<file path="src/rtl/flash_op_scheduler_if.sv">
// Signal bundle between the flash op scheduler, its two requesters and the flash_sf3 controller.
// slave is the scheduler's view; master is the surrounding system's view.
interface flash_op_scheduler_if;
    logic        req0;
    logic [1:0]  op0;
    logic [23:0] addr0;
    logic [31:0] wdata0;
    logic        req1;
    logic [1:0]  op1;
    logic [23:0] addr1;
    logic [31:0] wdata1;
    logic [1:0]  done;
    logic        err;
    logic [31:0] rdata;
    logic        busy;
    logic        f_read_rq;
    logic [23:0] f_read_addr;
    logic        f_write_en_req;
    logic        f_write_req;
    logic [23:0] f_write_page;
    logic [31:0] f_write_data;
    logic        f_sector_erase_req;
    logic [23:0] f_sector_erase_addr;
    logic        f_read_end;
    logic        f_write_en_end;
    logic        f_write_end;
    logic        f_sector_erase_end;
    logic [31:0] f_read_data_word;

    modport slave (
        input  req0, op0, addr0, wdata0, req1, op1, addr1, wdata1,
        input  f_read_end, f_write_en_end, f_write_end, f_sector_erase_end, f_read_data_word,
        output done, err, rdata, busy,
        output f_read_rq, f_read_addr, f_write_en_req, f_write_req, f_write_page, f_write_data,
        output f_sector_erase_req, f_sector_erase_addr
    );

    modport master (
        output req0, op0, addr0, wdata0, req1, op1, addr1, wdata1,
        output f_read_end, f_write_en_end, f_write_end, f_sector_erase_end, f_read_data_word,
        input  done, err, rdata, busy,
        input  f_read_rq, f_read_addr, f_write_en_req, f_write_req, f_write_page, f_write_data,
        input  f_sector_erase_req, f_sector_erase_addr
    );
endinterface

</file>
<file path="src/rtl/flash_op_scheduler.sv">
// Two-port arbiter/sequencer in front of one flash_sf3 controller: read, program (WEN+PROG)
// and sector erase (WEN+ERASE), with per-step timeout and port-1 starvation protection.
module flash_op_scheduler #(
    parameter int TIMEOUT      = 25_000_000,
    parameter int TO_W         = 25,
    parameter int STARVE_LIMIT = 4
) (
    input  logic                 HCLK,
    input  logic                 HRST,
    flash_op_scheduler_if.slave  bus
);
    localparam logic [2:0] S_IDLE  = 3'd0;
    localparam logic [2:0] S_RD    = 3'd1;
    localparam logic [2:0] S_WEN   = 3'd2;
    localparam logic [2:0] S_PROG  = 3'd3;
    localparam logic [2:0] S_ERASE = 3'd4;
    localparam logic [2:0] S_DONE  = 3'd5;

    localparam int              SW         = $clog2(STARVE_LIMIT + 1);
    localparam logic [SW-1:0]   STREAK_MAX = SW'(STARVE_LIMIT);
    localparam logic [TO_W-1:0] TO_LAST    = TO_W'(TIMEOUT - 1);

    logic [2:0]      r_state;
    logic            r_id;
    logic [1:0]      r_op;
    logic [SW-1:0]   r_streak;
    logic [TO_W-1:0] r_cnt;
    logic [1:0]      r_done;
    logic            r_err;
    logic [31:0]     r_rdata;
    logic            r_busy;
    logic            r_read_rq;
    logic [23:0]     r_read_addr;
    logic            r_wen_req;
    logic            r_write_req;
    logic [23:0]     r_write_page;
    logic [31:0]     r_write_data;
    logic            r_erase_req;
    logic [23:0]     r_erase_addr;

    logic            w_any;
    logic            w_grant1;
    logic [1:0]      w_op;
    logic [23:0]     w_addr;
    logic [31:0]     w_wdata;
    logic            w_timeout;
    logic [1:0]      w_done_id;

    assign w_any     = bus.req0 | bus.req1;
    assign w_grant1  = bus.req1 && (!bus.req0 || r_streak == STREAK_MAX);
    assign w_op      = w_grant1 ? bus.op1    : bus.op0;
    assign w_addr    = w_grant1 ? bus.addr1  : bus.addr0;
    assign w_wdata   = w_grant1 ? bus.wdata1 : bus.wdata0;
    assign w_timeout = (r_cnt == TO_LAST);
    assign w_done_id = r_id ? 2'b10 : 2'b01;

    always_ff @(posedge HCLK) begin
        if (HRST) begin
            r_state      <= S_IDLE;
            r_id         <= 1'b0;
            r_op         <= 2'b00;
            r_streak     <= '0;
            r_cnt        <= '0;
            r_done       <= 2'b00;
            r_err        <= 1'b0;
            r_rdata      <= 32'd0;
            r_busy       <= 1'b0;
            r_read_rq    <= 1'b0;
            r_read_addr  <= 24'd0;
            r_wen_req    <= 1'b0;
            r_write_req  <= 1'b0;
            r_write_page <= 24'd0;
            r_write_data <= 32'd0;
            r_erase_req  <= 1'b0;
            r_erase_addr <= 24'd0;
        end else begin
            r_done <= 2'b00;
            case (r_state)
                S_IDLE: begin
                    if (w_any) begin
                        r_id   <= w_grant1;
                        r_op   <= w_op;
                        r_cnt  <= '0;
                        r_busy <= 1'b1;
                        // A port-0 win only counts towards starvation while port 1 is waiting.
                        if (w_grant1 || !bus.req1)
                            r_streak <= '0;
                        else if (r_streak != STREAK_MAX)
                            r_streak <= r_streak + 1'b1;
                        case (w_op)
                            2'b00: begin
                                r_read_rq   <= 1'b1;
                                r_read_addr <= w_addr;
                                r_state     <= S_RD;
                            end
                            2'b01: begin
                                r_wen_req    <= 1'b1;
                                r_write_page <= w_addr;
                                r_write_data <= w_wdata;
                                r_state      <= S_WEN;
                            end
                            2'b10: begin
                                r_wen_req    <= 1'b1;
                                r_erase_addr <= w_addr;
                                r_state      <= S_WEN;
                            end
                            default: begin
                                r_done  <= w_grant1 ? 2'b10 : 2'b01;
                                r_err   <= 1'b1;
                                r_state <= S_DONE;
                            end
                        endcase
                    end
                end
                S_RD: begin
                    if (bus.f_read_end || w_timeout) begin
                        r_read_rq <= 1'b0;
                        r_rdata   <= bus.f_read_end ? bus.f_read_data_word : 32'd0;
                        r_err     <= !bus.f_read_end;
                        r_done    <= w_done_id;
                        r_state   <= S_DONE;
                    end else begin
                        r_cnt <= r_cnt + 1'b1;
                    end
                end
                S_WEN: begin
                    if (bus.f_write_en_end) begin
                        r_wen_req <= 1'b0;
                        r_cnt     <= '0;
                        if (r_op == 2'b01) begin
                            r_write_req <= 1'b1;
                            r_state     <= S_PROG;
                        end else begin
                            r_erase_req <= 1'b1;
                            r_state     <= S_ERASE;
                        end
                    end else if (w_timeout) begin
                        r_wen_req <= 1'b0;
                        r_err     <= 1'b1;
                        r_done    <= w_done_id;
                        r_state   <= S_DONE;
                    end else begin
                        r_cnt <= r_cnt + 1'b1;
                    end
                end
                S_PROG: begin
                    if (bus.f_write_end || w_timeout) begin
                        r_write_req <= 1'b0;
                        r_err       <= !bus.f_write_end;
                        r_done      <= w_done_id;
                        r_state     <= S_DONE;
                    end else begin
                        r_cnt <= r_cnt + 1'b1;
                    end
                end
                S_ERASE: begin
                    if (bus.f_sector_erase_end || w_timeout) begin
                        r_erase_req <= 1'b0;
                        r_err       <= !bus.f_sector_erase_end;
                        r_done      <= w_done_id;
                        r_state     <= S_DONE;
                    end else begin
                        r_cnt <= r_cnt + 1'b1;
                    end
                end
                S_DONE: begin
                    r_err   <= 1'b0;
                    r_busy  <= 1'b0;
                    r_state <= S_IDLE;
                end
                default: begin
                    r_busy  <= 1'b0;
                    r_state <= S_IDLE;
                end
            endcase
        end
    end

    assign bus.done                = r_done;
    assign bus.err                 = r_err;
    assign bus.rdata               = r_rdata;
    assign bus.busy                = r_busy;
    assign bus.f_read_rq           = r_read_rq;
    assign bus.f_read_addr         = r_read_addr;
    assign bus.f_write_en_req      = r_wen_req;
    assign bus.f_write_req         = r_write_req;
    assign bus.f_write_page        = r_write_page;
    assign bus.f_write_data        = r_write_data;
    assign bus.f_sector_erase_req  = r_erase_req;
    assign bus.f_sector_erase_addr = r_erase_addr;
endmodule

</file>
<file path="src/flat_wrapper.sv">
// flat-port wrapper written by rule: the top's interface ports become plain ports
module flash_op_scheduler_flat 
#(
    parameter int TIMEOUT      = 25_000_000,
    parameter int TO_W         = 25,
    parameter int STARVE_LIMIT = 4
)
  (HCLK, HRST, bus_req0, bus_op0, bus_addr0, bus_wdata0, bus_req1, bus_op1, bus_addr1, bus_wdata1, bus_f_read_end, bus_f_write_en_end, bus_f_write_end, bus_f_sector_erase_end, bus_f_read_data_word, bus_done, bus_err, bus_rdata, bus_busy, bus_f_read_rq, bus_f_read_addr, bus_f_write_en_req, bus_f_write_req, bus_f_write_page, bus_f_write_data, bus_f_sector_erase_req, bus_f_sector_erase_addr);
  flash_op_scheduler_if bus_i ();
  input  logic HCLK;
  input  logic HRST;
  input wire logic [$bits(bus_i.req0)-1:0] bus_req0;
  input wire logic [$bits(bus_i.op0)-1:0] bus_op0;
  input wire logic [$bits(bus_i.addr0)-1:0] bus_addr0;
  input wire logic [$bits(bus_i.wdata0)-1:0] bus_wdata0;
  input wire logic [$bits(bus_i.req1)-1:0] bus_req1;
  input wire logic [$bits(bus_i.op1)-1:0] bus_op1;
  input wire logic [$bits(bus_i.addr1)-1:0] bus_addr1;
  input wire logic [$bits(bus_i.wdata1)-1:0] bus_wdata1;
  input wire logic [$bits(bus_i.f_read_end)-1:0] bus_f_read_end;
  input wire logic [$bits(bus_i.f_write_en_end)-1:0] bus_f_write_en_end;
  input wire logic [$bits(bus_i.f_write_end)-1:0] bus_f_write_end;
  input wire logic [$bits(bus_i.f_sector_erase_end)-1:0] bus_f_sector_erase_end;
  input wire logic [$bits(bus_i.f_read_data_word)-1:0] bus_f_read_data_word;
  output wire logic [$bits(bus_i.done)-1:0] bus_done;
  output wire logic [$bits(bus_i.err)-1:0] bus_err;
  output wire logic [$bits(bus_i.rdata)-1:0] bus_rdata;
  output wire logic [$bits(bus_i.busy)-1:0] bus_busy;
  output wire logic [$bits(bus_i.f_read_rq)-1:0] bus_f_read_rq;
  output wire logic [$bits(bus_i.f_read_addr)-1:0] bus_f_read_addr;
  output wire logic [$bits(bus_i.f_write_en_req)-1:0] bus_f_write_en_req;
  output wire logic [$bits(bus_i.f_write_req)-1:0] bus_f_write_req;
  output wire logic [$bits(bus_i.f_write_page)-1:0] bus_f_write_page;
  output wire logic [$bits(bus_i.f_write_data)-1:0] bus_f_write_data;
  output wire logic [$bits(bus_i.f_sector_erase_req)-1:0] bus_f_sector_erase_req;
  output wire logic [$bits(bus_i.f_sector_erase_addr)-1:0] bus_f_sector_erase_addr;
  assign bus_i.req0 = bus_req0;
  assign bus_i.op0 = bus_op0;
  assign bus_i.addr0 = bus_addr0;
  assign bus_i.wdata0 = bus_wdata0;
  assign bus_i.req1 = bus_req1;
  assign bus_i.op1 = bus_op1;
  assign bus_i.addr1 = bus_addr1;
  assign bus_i.wdata1 = bus_wdata1;
  assign bus_i.f_read_end = bus_f_read_end;
  assign bus_i.f_write_en_end = bus_f_write_en_end;
  assign bus_i.f_write_end = bus_f_write_end;
  assign bus_i.f_sector_erase_end = bus_f_sector_erase_end;
  assign bus_i.f_read_data_word = bus_f_read_data_word;
  assign bus_done = bus_i.done;
  assign bus_err = bus_i.err;
  assign bus_rdata = bus_i.rdata;
  assign bus_busy = bus_i.busy;
  assign bus_f_read_rq = bus_i.f_read_rq;
  assign bus_f_read_addr = bus_i.f_read_addr;
  assign bus_f_write_en_req = bus_i.f_write_en_req;
  assign bus_f_write_req = bus_i.f_write_req;
  assign bus_f_write_page = bus_i.f_write_page;
  assign bus_f_write_data = bus_i.f_write_data;
  assign bus_f_sector_erase_req = bus_i.f_sector_erase_req;
  assign bus_f_sector_erase_addr = bus_i.f_sector_erase_addr;
  flash_op_scheduler #(.TIMEOUT(TIMEOUT), .TO_W(TO_W), .STARVE_LIMIT(STARVE_LIMIT)) u_core (.HCLK(HCLK), .HRST(HRST), .bus(bus_i));
endmodule
</file>
<file path="config.mk">
export PLATFORM = sky130hd
export DESIGN_NAME = flash_op_scheduler_flat
export DESIGN_NICKNAME = d
export VERILOG_FILES = /design/src/rtl/flash_op_scheduler_if.sv /design/src/rtl/flash_op_scheduler.sv /design/src/flat_wrapper.sv
export SDC_FILE = /design/constraint.sdc
export NUM_CORES = 1
export LEC_CHECK = 0
export BUFFER_PORTS_ARGS = -buffer_cell sky130_fd_sc_hd__buf_2
export CORE_MARGIN = 1.5
export CORE_UTILIZATION = 50
export DETAILED_ROUTE_END_ITERATION = 12
export PLACE_DENSITY = 0.81
export SETUP_SLACK_MARGIN = 0.1
export SLEW_MARGIN = 15
export SYNTH_ARGS = -nofsm -noshare
export SYNTH_HDL_FRONTEND = slang
export SYNTH_SLANG_ARGS = --single-unit
</file>
<file path="constraint.sdc">
create_clock -name HCLK -period 5.15 [get_ports HCLK]
set_input_delay 0.7725 -clock HCLK [delete_from_list [all_inputs] [get_ports HCLK]]
set_output_delay 0.7725 -clock HCLK [all_outputs]
set_load 0.02 [all_outputs]
</file>
After elaboration in Yosys (flattened, before gate mapping)
Index checks and enable logic that the tools add are counted.
{"block": "word_totals", "word_cells": 145, "inputBits": 156, "ff_bits": 178, "out_inout_bits": 144}
{"block": "op_classes", "muxes": 59, "n_addsub": 2, "n_bitwise": 2, "n_reduce_logical": 37, "n_eq_ne": 28}
{"op": "$mux W25", "n": 6}
{"op": "$pmux W25 S5", "n": 1}
{"op": "$mux W32", "n": 2}
{"op": "$mux W3", "n": 9}
{"op": "$add A25 B1 Y25 const B", "n": 1}
{"op": "$eq A25 B25 Y1 const B", "n": 1}
{"op": "$mux W24", "n": 1}
{"op": "$mux W1", "n": 21}
{"op": "$mux W2", "n": 10}
{"op": "$ne A2 B2 Y1 const B", "n": 9}
{"op": "$reduce_and A4 Y1", "n": 4}
{"op": "$pmux W3 S5", "n": 1}
{"op": "$ne A2 B1 Y1 const B", "n": 6}
{"op": "$reduce_and A3 Y1", "n": 4}
{"op": "$pmux W1 S2", "n": 5}
{"op": "$pmux W2 S5", "n": 1}
{"op": "$reduce_bool A2 Y1", "n": 5}
{"op": "$eq A3 B3 Y1 const B", "n": 3}
{"op": "$reduce_and A8 Y1", "n": 1}
{"op": "$eq A3 B2 Y1 const B", "n": 2}
{"op": "$ne A3 B3 Y1 const B", "n": 2}
{"op": "$pmux W1 S6", "n": 1}
{"op": "$pmux W3 S2", "n": 1}
{"op": "$reduce_and A2 Y1", "n": 3}
{"op": "other kinds (19)", "n": 28}

Logic depth before layout (Yosys ltp)
Gate-level depths: netlist of the first run.
{"block": "depth", "depth_word": 9, "depth_mapped": 15, "mapped_depth_nobuf": 12}

Worst setup path after synthesis of the first run
No wires, ideal clock.
{"block": "synth_path", "path_type": "input -> register", "start": "input bus_req1", "end": "register u_core.r_write_page[16] (netlist: u_core.bus.f_write_page[16])", "required_time_ns": 5.064, "arrival_ns": 2.751, "slack_ns": 2.313, "n_path_buf": 5, "setup_ns": 0.086, "path_stages": 11, "cell_sequence": "a21boi_0 > clkbuf_1 > buf_2 > mux2i_1 > inv_1 > ha_1 > and2_1 > buf_2 > buf_4 > buf_2 > a211oi_1"}
{"block": "synth_via", "elab_chain_len": 4, "word_cells_on_any_way": 6, "cone_classes": "eq/ne: 1; mux: 2; bitwise: 1; reduce/logical: 2"}
{"item": "start: declaration", "line": "flat_wrapper.sv:16", "source": "input wire logic [$bits(bus_i.req1)-1:0] bus_req1;"}
{"item": "$logic_and A1 B1 Y1", "line": "flash_op_scheduler.sv:50", "source": "assign w_grant1 = bus.req1 && (!bus.req0 || r_streak == STREAK_MAX);"}
{"item": "$mux W2", "line": "flash_op_scheduler.sv:51", "source": "assign w_op = w_grant1 ? bus.op1 : bus.op0;"}
{"item": "via u_core.w_op[0]", "line": "flash_op_scheduler.sv:43", "source": "logic [1:0] w_op;"}
{"item": "$eq A2 B1 Y1", "line": "flash_op_scheduler.sv:90", "source": "case (w_op)"}
{"item": "$reduce_and A3 Y1 (no line)"}
{"item": "end signal: assignment", "line": "flash_op_scheduler.sv:98", "source": "r_write_page <= w_addr;"}
{"item": "end: declaration", "line": "flash_op_scheduler.sv:36", "source": "logic [23:0] r_write_page;"}
The timed path passes the listed nets, and every way through them passes these cells.
A chain may end at the register's enable or synchronous reset.

Final worst setup path of the first run
{"block": "layout_path", "start": "register u_core.r_streak[0]", "end": "register u_core.r_write_data[21] (netlist: u_core.bus.f_write_data[21])"}
{"block": "layout_via", "elab_chain_len": 6, "word_cells_on_any_way": 7, "cone_classes": "eq/ne: 2; mux: 2; reduce/logical: 3"}
{"item": "start: declaration", "line": "flash_op_scheduler.sv:26", "source": "logic [SW-1:0] r_streak;"}
{"item": "start signal: assignment", "line": "flash_op_scheduler.sv:89", "source": "r_streak <= r_streak + 1'b1;"}
{"item": "$eq A3 B3 Y1", "line": "flash_op_scheduler.sv:50"}
{"item": "$logic_or A1 B1 Y1", "line": "flash_op_scheduler.sv:50"}
{"item": "$logic_and A1 B1 Y1", "line": "flash_op_scheduler.sv:50"}
{"item": "$mux W2", "line": "flash_op_scheduler.sv:51"}
{"item": "via u_core.w_op[0]", "line": "flash_op_scheduler.sv:43"}
{"item": "$eq A2 B1 Y1", "line": "flash_op_scheduler.sv:90"}
{"item": "$reduce_and A3 Y1 (no line)"}
{"item": "end signal: assignment", "line": "flash_op_scheduler.sv:99", "source": "r_write_data <= w_wdata;"}
{"item": "end: declaration", "line": "flash_op_scheduler.sv:37", "source": "logic [31:0] r_write_data;"}
The timed path passes the listed nets, and every way through them passes these cells.

==> summary.txt, run 1 <==
Run status
  – Outcome: finished clean

Layout
  – Fin nets: 1244
  – Final design utilization: 0.649
  – Area growth, synth to finish: 25.5%
  – Layout cells sized above 1: 0.358
  – Most frequent cells in the layout: buf_2 (298), dfxtp_1 (178), nor2_1 (158), a211oi_1 (108), mux2i_1 (60)
  – Commonest non-fill, non-tap cell in the layout: buf_2

Setup path
  – Worst R2R End: u_core.bus.f_write_data[21]
  – Crit path arrival time: 3.69 ns
  – WS Path Type: reg2reg
  – R2R depth: 10
  – Critical path destination: u_core.bus.f_write_data[21]
  – CP endpoint kind: flop
  – Crit start category: flop
  – Required time of the critical path: 5.49 ns
  – R2R Path Start: u_core.r_streak[0]
  – Worst-path fanout max: 112
  – Worst Setup SP: u_core.r_streak[0]
  – R2R Setup Slk: 1.79 ns

Yosys
  – EDFF count, synth: 0
  – Synth area leaders: dfxtp_1 (45%), a211oi_1 (10%), mux2i_1 (7.6%), nor2_1 (7.5%), a22oi_2 (4.6%)
  – Top cell type's share of synthesized area: 0.448
  – Yosys reg bits: 178
  – Distinct cells, synth: 73
  – Async set-reset flop share out of synthesis: 0
  – Ys flop type: dfxtp_1
  – Sequential share of the synthesized area: 0.448
  – Syn nets: 997
  – Synth warn: 0
  – Cell count after synthesis: 834
  – Yosys top cell by area: dfxtp_1
  – Synthesized area: 7950 µm²
  – Syn Area/Cell: 9.53 µm²

Worst hold path
  – Hold Crit Depth: 1
  – Worst hold path type: reg2reg

CTS
  – Clk sinks: 178
  – Clock Latency Late Sink: 0.43 ns
  – Post-CTS Resized: 0
  – H-Tree Depth: 4
  – Cts-stage hold buffer count: 0
  – CTS clk-pin slew, worst paths: 0.07 ns
  – CTS tree: built
  – CTS root buf: clkbuf_16
  – TritonCTS buffer count: 17
  – Maximum root-to-sink buffer count: 2
  – # Post-CTS Setup Buffers: 0

Power
  – Psw: 1.65 mW
  – Power Dens Cells: 454 nW/µm²
  – Switch share: 0.365
  – Flop pwr share: 0.381
  – P_leak: 4.28 nW
  – Maximum vdd drop: 248 µV
  – Clock power share: 0.290
  – Combinational power share: 0.329
  – Internal power: 2.87 mW
  – Total chip power: 4.53 mW

Drt
  – Vias per cell: 5.58
  – WL final: 22200 µm
  – DRC: 0
  – 1st-iter DRT viols: 534
  – Antenna-violating nets left: 0
  – Drt wl/cell: 17.0 µm
  – Detailed Routing Iterations Pass 1: 7
  – Vias: 7275

GRT
  – Vias in the first global route: 6945
  – Antenna violations before repair: 2
  – GRT Residual Overflow: 0
  – Tot GR Track Use: 0.264
  – Largest net degree at the start of global routing: 113
  – First-pass GRT wire length: 34800 µm

Floorplan
  – Die W: 129 µm
  – Ports: 300
  – Site Rows: 45
  – Die area: 16700 µm²
  – Die Height: 129 µm
  – Starting density of the core: 0.517
  – CORE AREA: 15400 µm²

STA
  – Fin crit share: 0.652
  – RSZ-0062 raised after global routing: false
  – Fmax: 298 MHz
  – Crit path time final: 3.36 ns
  – Worst slew margin: 0.283
  – Actual slew at the worst max-slew pin: 1.08 ns
  – Setup TNS: 0 ns
  – Slew Limit Fails: 0
  – Final setup violation count: 0
  – Endpoints failing hold: 0
  – Setup ws final: 1.79 ns
  – Clk_skew: 0.0119 ns
  – Fin Hold WS: 0.460 ns

Run
  – Count of maximum capacitance violations: 0

Placement
  – PortBufs: 299
  – Setup WS pre-CTS: 1.57 ns
  – Routability cong.: 0.901
  – Post-DP HPWL: 15700 µm
## synthesized netlist by cell type (3+ instances only)
library cell	n
nand2_1	20
nand4_1	11
and2_1	7
buf_6	7
nor3b_1	4
o211a_1	3
nor2b_1	3
inv_1	12
a22oi_2	29
buf_4	8
buf_2	28
a22oi_1	4
o31ai_1	17
dfxtp_1	178
ha_1	7
nand3_1	20
a21o_1	10
a21oi_1	15
nor2_1	158
a32oi_1	4
or4_1	5
and3_1	5
a211oi_1	108
clkbuf_1	31
nor4_1	4
mux2i_1	60
o21ai_2	3
o21ai_0	10
a31oi_1	5
## sequential cells by signal, summed over array words and instances (netlist names)
name	count
u_core.bus.err	1
u_core.r_streak	3
u_core.bus.rdata	32
u_core.bus.f_write_page	24
u_core.r_op	2
u_core.bus.busy	1
u_core.bus.f_write_req	1
u_core.r_id	1
u_core.r_state	3
u_core.bus.f_write_en_req	1
u_core.bus.f_write_data	32
u_core.bus.f_read_rq	1
u_core.bus.f_read_addr	24
u_core.bus.f_sector_erase_req	1
u_core.r_cnt	25
u_core.bus.done	2
u_core.bus.f_sector_erase_addr	24
## final cells by class
class | count | area, µm²
Antenna cell | 1 | 2.50
Tap cell | 211 | 264
Clock inverter | 9 | 120
Inverter | 12 | 45.0
Fill cell | 1288 | 5400
Multi-Input combinational cell | 569 | 3970
Sequential cell | 178 | 3560
Timing Repair Buffer | 303 | 1530
Clock buffer | 21 | 480
## worst min path at each step
stage                               endpoint  slack (ns)           start
after detailed placement      u_core.bus.err        0.45  u_core.bus.err
after floorplan           u_core.bus.done[0]        0.46     u_core.r_id
after global placement        u_core.bus.err        0.45  u_core.bus.err
after CTS                     u_core.bus.err        0.46  u_core.bus.err
after global routing          u_core.bus.err        0.50  u_core.bus.err
final                         u_core.bus.err        0.46  u_core.bus.err
## stage by stage
stage | instance area [µm²] | std cells
6_report | 9970 | 1304
3_5_place_dp | 9370 | 1273
5_1_grt | 9970 | 1304
3_3_place_gp | 9370 | 1273
2_1_floorplan | 7950 | 834
4_1_cts | 9970 | 1303
## critical path: stages (launching register included)
cell and delay [ns]:
dfxtp_1 0.33, inv_1 0.08, ha_1 0.19, nand2_1 0.12
a21boi_4 0.67, mux2i_1 0.29, inv_1 0.15, ha_1 0.15
and2_4 0.84, nor2_1 0.11, a211oi_1 0.26
## power groups by stage
stage / clock [mW] / sequential (mW) / combinational [mW]
after global routing: 1.40 / 1.75 / 1.62
final: 1.31 / 1.72 / 1.49
after global placement: 0 / 1.74 / 1.45
after detailed placement: 0 / 1.75 / 1.48
after CTS: 1.33 / 1.72 / 1.49
after floorplan: 0 / 1.92 / 0.923
## per-layer routing
| layer | up-vias | GRT usage | wire, µm |
|---|---|---|---|
| met4 | 0 | 0.104 | 592 |
| met3 | 43 | 0.0731 | 1520 |
| met2 | 290 | 0.460 | 11300 |
| met1 | 3361 | 0.308 | 8730 |
| li1 | 3581 | - | - |
| met5 | - | 0 | 0 |
## logic make-up after synthesis
group / synth area share
AND/OR/NAND/NOR: 0.169
AO/OA/AOI/OAI: 0.240
flip-flops: 0.448
buffers and inverters: 0.0559
multiplexers: 0.0756
adder cells (fa/ha/maj): 0.0110
Note: power is estimated with default switching activity, not from simulation.
==> run 2, diff against run 1 <==
ABC_AREA = 1   (was default)
CORE_UTILIZATION = 45   (was 50)
PLACE_DENSITY = 0.77   (was 0.81)
clock period = 2.7 ns   (was 5.15 ns; I/O delays follow)
==> summary.txt, run 2 <==
Run status
  – Outcome: finished clean

Power
  – P_leak: 4.86 nW (+13%)
  – Flop pwr share: 0.379 (-0.002)
  – Clock power share: 0.279 (-0.011)
  – Power Dens Cells: 881 nW/µm² (+94%)
  – Switch share: 0.395 (+0.0304)
  – Internal power: 5.51 mW (+92%)
  – Psw: 3.60 mW (+120%)
  – Combinational power share: 0.342 (+0.013)
  – Maximum vdd drop: 435 µV (+75%)

Yosys
  – Cell count after synthesis: 1074 (+29%)
  – Synth warn: 0 (unchanged)
  – Most frequent cell after synthesis: nand2_1
  – Syn Area/Cell: 7.50 µm² (-21%)
  – Ys flop type: dfxtp_1
  – Yosys reg bits: 178 (unchanged)
  – Syn nets: 1237 (+24%)
  – EDFF count, synth: 0 (unchanged)
  – Top cell type's share of synthesized area: 0.443 (-0.00578)
  – Sequential share of the synthesized area: 0.443 (-0.00578)
  – Synth area leaders: dfxtp_1 (44%), nand2_1 (11%), a21oi_1 (9.1%), o21ai_0 (7.8%), nand3_1 (3.5%)
  – Post-synth top cells: nand2_1 (233), dfxtp_1 (178), a21oi_1 (146), o21ai_0 (126), nor2_1 (75)
  – Async set-reset flop share out of synthesis: 0 (unchanged)
  – Yosys top cell by area: dfxtp_1
  – Synthesized area: 8050 µm² (+1.3%)
  – Distinct cells, synth: 43 (-41%)

Setup path
  – Worst-path fanout max: 20 (-82%)
  – R2R depth: 12 (+2)
  – CP endpoint kind: flop
  – Critical Path Max Stage Delay: 0.84 ns (about the same)
  – Crit path cell chain: ha_1 -> nand2_4 -> nor2_8 -> nand2_4 -> nor2_4 -> nand2_4 -> nand2_1 -> nand2_1 -> nand2_2 -> nor2_2 -> o21a_1 -> nor2_1
  – WP buf/inv: 0 (-2)
  – Slowest CP cell: nor2_2
  – Family with the most delay on the worst path: simple AND/OR/NAND/NOR gates
  – CP most frequent cell: nand2_4
  – Crit path arrival time: 2.74 ns (-0.95 ns)
  – Worst R2R End: u_core.bus.done[0]
  – Required time of the critical path: 3.01 ns (-2.48 ns)
  – R2R Path Start: u_core.r_cnt[1]
  – Crit start category: flop
  – R2R Setup Slk: 0.27 ns (-1.53 ns)
  – WS Path Type: reg2reg

Placement
  – Routability cong.: 0.929 (+3.1%)
  – PortBufs: 299 (unchanged)
  – Post-DP HPWL: 16300 µm (+4.0%)
  – Setup WS pre-CTS: 0.251 ns (-1.32 ns)

CTS
  – CTS clk-pin slew, worst paths: 0.07 ns (about the same)
  – CTS tree: built
  – # Post-CTS Setup Buffers: 0 (unchanged)
  – CTS root buf: clkbuf_16
  – Clk sinks: 178 (unchanged)
  – Clock Latency Late Sink: 0.44 ns (about the same)
  – Maximum root-to-sink buffer count: 2 (unchanged)
  – TritonCTS buffer count: 17 (unchanged)
  – Cts-stage hold buffer count: 0 (unchanged)
  – H-Tree Depth: 4 (unchanged)

Drt
  – 1st-iter DRT viols: 588 (+10%)
  – WL final: 23300 µm (+5.0%)
  – DRC: 0 (unchanged)
  – Antenna-violating nets left: 0 (unchanged)
  – Drt wl/cell: 14.7 µm (-14%)
  – Vias per cell: 5.24 (-6.0%)
  – Vias: 8308 (+14%)
  – Detailed Routing Iterations Pass 1: 5 (-2)

GRT
  – Antenna violations before repair: 1 (-1)
  – Largest net degree at the start of global routing: 113 (unchanged)
  – First-pass GRT wire length: 37100 µm (+6.6%)
  – Vias in the first global route: 7682 (+11%)
  – GRT Residual Overflow: 0 (unchanged)
  – Tot GR Track Use: 0.248 (-0.0157)

Layout
  – Most frequent cells in the layout: buf_2 (299), nand2_1 (233), dfxtp_1 (178), a21oi_1 (145), o21ai_0 (119)
  – Commonest non-fill, non-tap cell in the layout: buf_2
  – Fin nets: 1509 (+21%)
  – Final design utilization: 0.594 (-0.0549)
  – Layout cells sized above 1: 0.294 (-0.0645)
  – Area growth, synth to finish: 28.5%
  – Fill cells: 1551 (+20%)

Floorplan
  – Die Height: 137 µm (+6.0%)
  – Die area: 18700 µm² (+12%)
  – Site Rows: 48 (+6.7%)
  – Starting density of the core: 0.462 (-0.0548)
  – Die W: 137 µm (+6.0%)
  – CORE AREA: 17400 µm² (+13%)
  – Ports: 300 (unchanged)

STA
  – Fmax: 411 MHz (+38%)
  – Setup ws final: 0.265 ns (-1.53 ns)
  – Fin crit share: 0.902 (+0.250)
  – Endpoints failing hold: 0 (unchanged)
  – Setup TNS: 0 ns (unchanged)
  – Worst slew margin: 0.290 (+0.00716)
  – Crit path time final: 2.43 ns (-0.923 ns)
  – Fin Hold WS: 0.217 ns (-0.243 ns)
  – RSZ-0062 raised after global routing: true
  – Slew Limit Fails: 0 (unchanged)
  – Clk_skew: 0.00959 ns (-0.00235 ns)
  – Actual slew at the worst max-slew pin: 1.06 ns (-0.0119 ns)
  – Final setup violation count: 0 (unchanged)

Worst hold path
  – Hold_sp: bus_f_read_data_word[12]
  – Worst hold path type: in2reg
  – Hold EP: u_core.bus.rdata[12]
  – Hold Crit Depth: 3 (+2)

Run
  – Count of maximum capacitance violations: 0 (unchanged)
run 2: cell count changes in the layout (fill, tap and decap cells not counted), sizes merged, moves of 9 or more:
cell    change
a31oi      +29
nor2       -75
buf        +16
a22oi      -33
and2        -9
inv        +49
nand3      +51
a21oi     +130
nand2     +223
o21ai     +113
mux2i      -36
a211oi    -105
o31ai      -15
run 2: routing by layer:
layer / vias up / wire (µm) / GRT usage
li1: 4190 / - / -
met1: 3731 / 9780 / 0.303
met2: 343 / 11100 / 0.417
met3: 44 / 1880 / 0.0704
met4: 0 / 468 / 0.0845
met5: - / 0 / 0
run 2: stage by stage:
step,total power [mW],cell area (µm²),cells
2_1_floorplan,5.64,8050,1074
3_3_place_gp,6.52,9710,1551
3_5_place_dp,6.57,9710,1551
4_1_cts,9.13,10300,1583
5_1_grt,9.64,10300,1584
6_report,9.11,10300,1585
run 2: final cells by class:
| class | instances | area [µm²] | share of cell area |
|---|---|---|---|
| clock inverter | 15 | 189 | 0.0183 |
| multi-input combinational | 772 | 3960 | 0.383 |
| sequential | 178 | 3560 | 0.345 |
| inverter | 57 | 214 | 0.0207 |
| tap | 225 | 282 | 0.0272 |
| clock buffer | 17 | 425 | 0.0411 |
| timing repair buffer | 320 | 1710 | 0.165 |
| antenna | 1 | 2.50 | 0.000242 |
run 2: how the worst max path moves through the flow:
stage                     cells after the start                          end               start
final                                        12           u_core.bus.done[0]     u_core.r_cnt[1]
after global routing                         14  u_core.bus.f_write_data[10]  u_core.r_streak[0]
after CTS                                    14             u_core.r_cnt[22]     u_core.r_cnt[1]
after detailed placement                     14             u_core.r_cnt[22]     u_core.r_cnt[1]
after global placement                       14             u_core.r_cnt[22]     u_core.r_cnt[1]
after floorplan                              14  u_core.bus.f_write_page[19]  u_core.r_streak[0]
run 2: timing repair:
item	4_1_cts	5_1_grt
endpoints found under the hold margin	0	0
gates resized for setup	0	10
endpoints found under the setup margin	0	59
run 2: cells by family (layout without fill, tap and decap cells):
kind of cell	Yosys count	count (layout)	synth area share
mux	24	24	0.0298
fa+ha+maj	7	7	0.0109
simple gates	412	413	0.231
buf+inv	125	409	0.0692
xor+xnor	1	1	0.00109
other cells	0	1	0
flops	178	178	0.443
compound gates	327	327	0.216
run 2: power groups by stage:
stage | sequential [mW] | combinational, mW | clock, mW
2_1_floorplan | 3.90 | 1.74 | 0
3_3_place_gp | 3.48 | 3.03 | 0
3_5_place_dp | 3.49 | 3.08 | 0
4_1_cts | 3.45 | 3.10 | 2.58
5_1_grt | 3.52 | 3.44 | 2.69
6_report | 3.45 | 3.11 | 2.54
run 2: tightest hold or removal path, stage by stage:
cell and delay [ns]:
buf_2 0.09, nand2_1 0.05, a21oi_1 0.05
==> run 3, diff against run 2 <==
BUFFER_PORTS_ARGS = -buffer_cell sky130_fd_sc_hd__clkbuf_2   (was -buffer_cell sky130_fd_sc_hd__buf_2)
CORE_MARGIN = 2   (was 1.5)
==> summary.txt, run 3 (same netlist as run 2, synthesis figures left out) <==
Floorplan
  – Die W: 138 µm (+0.73%)
  – Starting density of the core: 0.462 (unchanged)
  – Site Rows: 48 (unchanged)
  – CORE AREA: 17400 µm² (unchanged)
  – Die area: 19000 µm² (+1.5%)
  – Ports: 300 (unchanged)
  – Die Height: 138 µm (+0.73%)

Layout
  – Most frequent cells in the layout: clkbuf_2 (299), nand2_1 (233), dfxtp_1 (178), a21oi_1 (145), o21ai_0 (126)
  – Area growth, synth to finish: 28.9%
  – Fill cells: 1587 (+2.3%)
  – Commonest non-fill, non-tap cell in the layout: clkbuf_2
  – Register Area: 3560 µm² (unchanged)
  – Final design utilization: 0.596 (+0.00187)
  – Fin nets: 1518 (+0.60%)
  – Multi-input logic area: 3960 µm² (unchanged)
  – Layout cells sized above 1: 0.296 (+0.00267)
  – Ant diodes: 0 (-1)

Drt
  – Drt wl/cell: 15.0 µm (+2.3%)
  – 1st-iter DRT viols: 496 (-16%)
  – DRC: 0 (unchanged)
  – Detailed Routing Iterations Pass 1: 5 (unchanged)
  – Vias per cell: 5.32 (+1.5%)
  – WL final: 23900 µm (+2.7%)
  – Antenna-violating nets left: 0 (unchanged)
  – Vias: 8474 (+2.0%)

CTS
  – Clk sinks: 178 (unchanged)
  – CTS root buf: clkbuf_16
  – Clock Latency Late Sink: 0.43 ns (about the same)
  – CTS clk-pin slew, worst paths: 0.07 ns (about the same)
  – TritonCTS buffer count: 17 (unchanged)
  – Maximum root-to-sink buffer count: 2 (unchanged)
  – H-Tree Depth: 4 (unchanged)
  – CTS tree: built

STA
  – Fmax: 414 MHz (+0.85%)
  – Crit path time final: 2.41 ns (-0.0205 ns)
  – Final setup violation count: 0 (unchanged)
  – Endpoints failing hold: 0 (unchanged)
  – Actual slew at the worst max-slew pin: 1.00 ns (-0.0596 ns)
  – Clk_skew: 0.0125 ns (+0.00291 ns)
  – Fin Hold WS: 0.205 ns (-0.0121 ns)
  – Fin crit share: 0.894 (-0.00758)
  – Setup TNS: 0 ns (unchanged)
  – Slew Limit Fails: 0 (unchanged)
  – Worst slew margin: 0.329 (+0.0398)
  – RSZ-0062 raised after global routing: false

Setup path
  – Crit path arrival time: 2.72 ns (-0.02 ns)
  – Required time of the critical path: 3.01 ns (about the same)
  – R2R Setup Slk: 0.29 ns (+0.02 ns)
  – R2R Path Start: u_core.r_streak[0]
  – Worst R2R End: u_core.bus.f_write_data[4]
  – Worst-path fanout max: 43 (+110%)
  – Crit start category: flop
  – CP endpoint kind: flop
  – WS Path Type: reg2reg
  – R2R depth: 15 (+3)

GRT
  – First-pass GRT wire length: 37300 µm (+0.71%)
  – Tot GR Track Use: 0.246 (-0.00217)
  – Largest net degree at the start of global routing: 109 (-3.5%)
  – Vias in the first global route: 7683 (+0.013%)
  – GRT Residual Overflow: 0 (unchanged)
  – Antenna violations before repair: 0 (-1)

Worst hold path
  – Hold Crit Depth: 3 (unchanged)
  – Hold EP: u_core.bus.rdata[18]
  – Worst hold path type: in2reg
  – Hold_sp: bus_f_read_data_word[18]

Placement
  – Routability cong.: 0.957 (+3.0%)
  – PortBufs: 299 (unchanged)
  – Post-DP HPWL: 17000 µm (+4.2%)

Power
  – Total chip power: 9.03 mW (-0.83%)
  – Maximum vdd drop: 448 µV (+3.0%)
  – P_leak: 4.80 nW (-1.1%)
  – Power Dens Cells: 871 nW/µm² (-1.1%)

Run status
  – Outcome: finished clean

Run
  – Count of maximum capacitance violations: 0 (unchanged)
[run 3: power breakdown]
| group | internal (mW) | total, mW | leakage, nW | switching [mW] |
|---|---|---|---|---|
| Sequential | 3.13 | 3.49 | 1.45 | 0.358 |
| Combinational | 1.08 | 3.16 | 3.08 | 2.08 |
| Clock | 1.33 | 2.39 | 0.272 | 1.06 |
[run 3: what timing repair did]
| item | CTS | global route |
|---|---|---|
| hold buffers | 0 | 0 |
| setup endpoints to repair | 0 | 60 |
| buffers inserted | 0 | 5 |
| gates resized for setup | 0 | 1 |
[run 3: how the worst max path moves through the flow]
stage	startpoint	endpoint	slack, ns	depth (start not counted)
after floorplan	u_core.r_streak[0]	u_core.bus.f_write_page[19]	0.54	14
after global placement	u_core.r_streak[0]	u_core.bus.f_write_data[26]	0.28	13
after detailed placement	u_core.r_streak[0]	u_core.bus.f_write_data[4]	0.13	13
after CTS	u_core.r_streak[0]	u_core.bus.f_write_data[4]	0.13	13
after global routing	u_core.r_streak[0]	u_core.bus.f_write_data[4]	0.11	15
final	u_core.r_streak[0]	u_core.bus.f_write_data[4]	0.29	15
[run 3: worst max-delay path: stages, from the launching register on]
cell and delay (ns):
dfxtp_1 0.38, inv_1 0.06, ha_1 0.20, a21oi_2 0.21, nor2_4 0.05, inv_2 0.08
nand2_1 0.05, o21ai_0 0.15, inv_1 0.14, ha_1 0.20, nand2_1 0.11, nor2_4 0.06
buf_12 0.16, buf_12 0.17, o21ai_0 0.20, a31oi_1 0.06
[run 3: cell type report]
cell class                      count  share of cell area
Inverter                           57              0.0206
Tap cell                          225              0.0271
Sequential cell                   178               0.343
Multi-Input combinational cell    772               0.382
Clock inverter                     10             0.00977
Timing Repair Buffer              329               0.173
Clock buffer                       21              0.0444
[run 3: metal layers]
| metal | part of all wire | global-route usage |
|---|---|---|
| met1 | 0.41 | 0.294 |
| met2 | 0.49 | 0.422 |
| met3 | 0.086 | 0.0688 |
| met4 | 0.018 | 0.0856 |
| met5 | 0 | 0 |
[run 3: metrics by stage]
stage / cell area (µm²) / setup WS (ns) / cells
3_5_place_dp: 9750 / 0.132 / 1555
5_1_grt: 10400 / 0.106 / 1592
3_3_place_gp: 9750 / 0.284 / 1555
4_1_cts: 10300 / 0.130 / 1586
2_1_floorplan: 8050 / 0.537 / 1074
6_report: 10400 / 0.286 / 1592
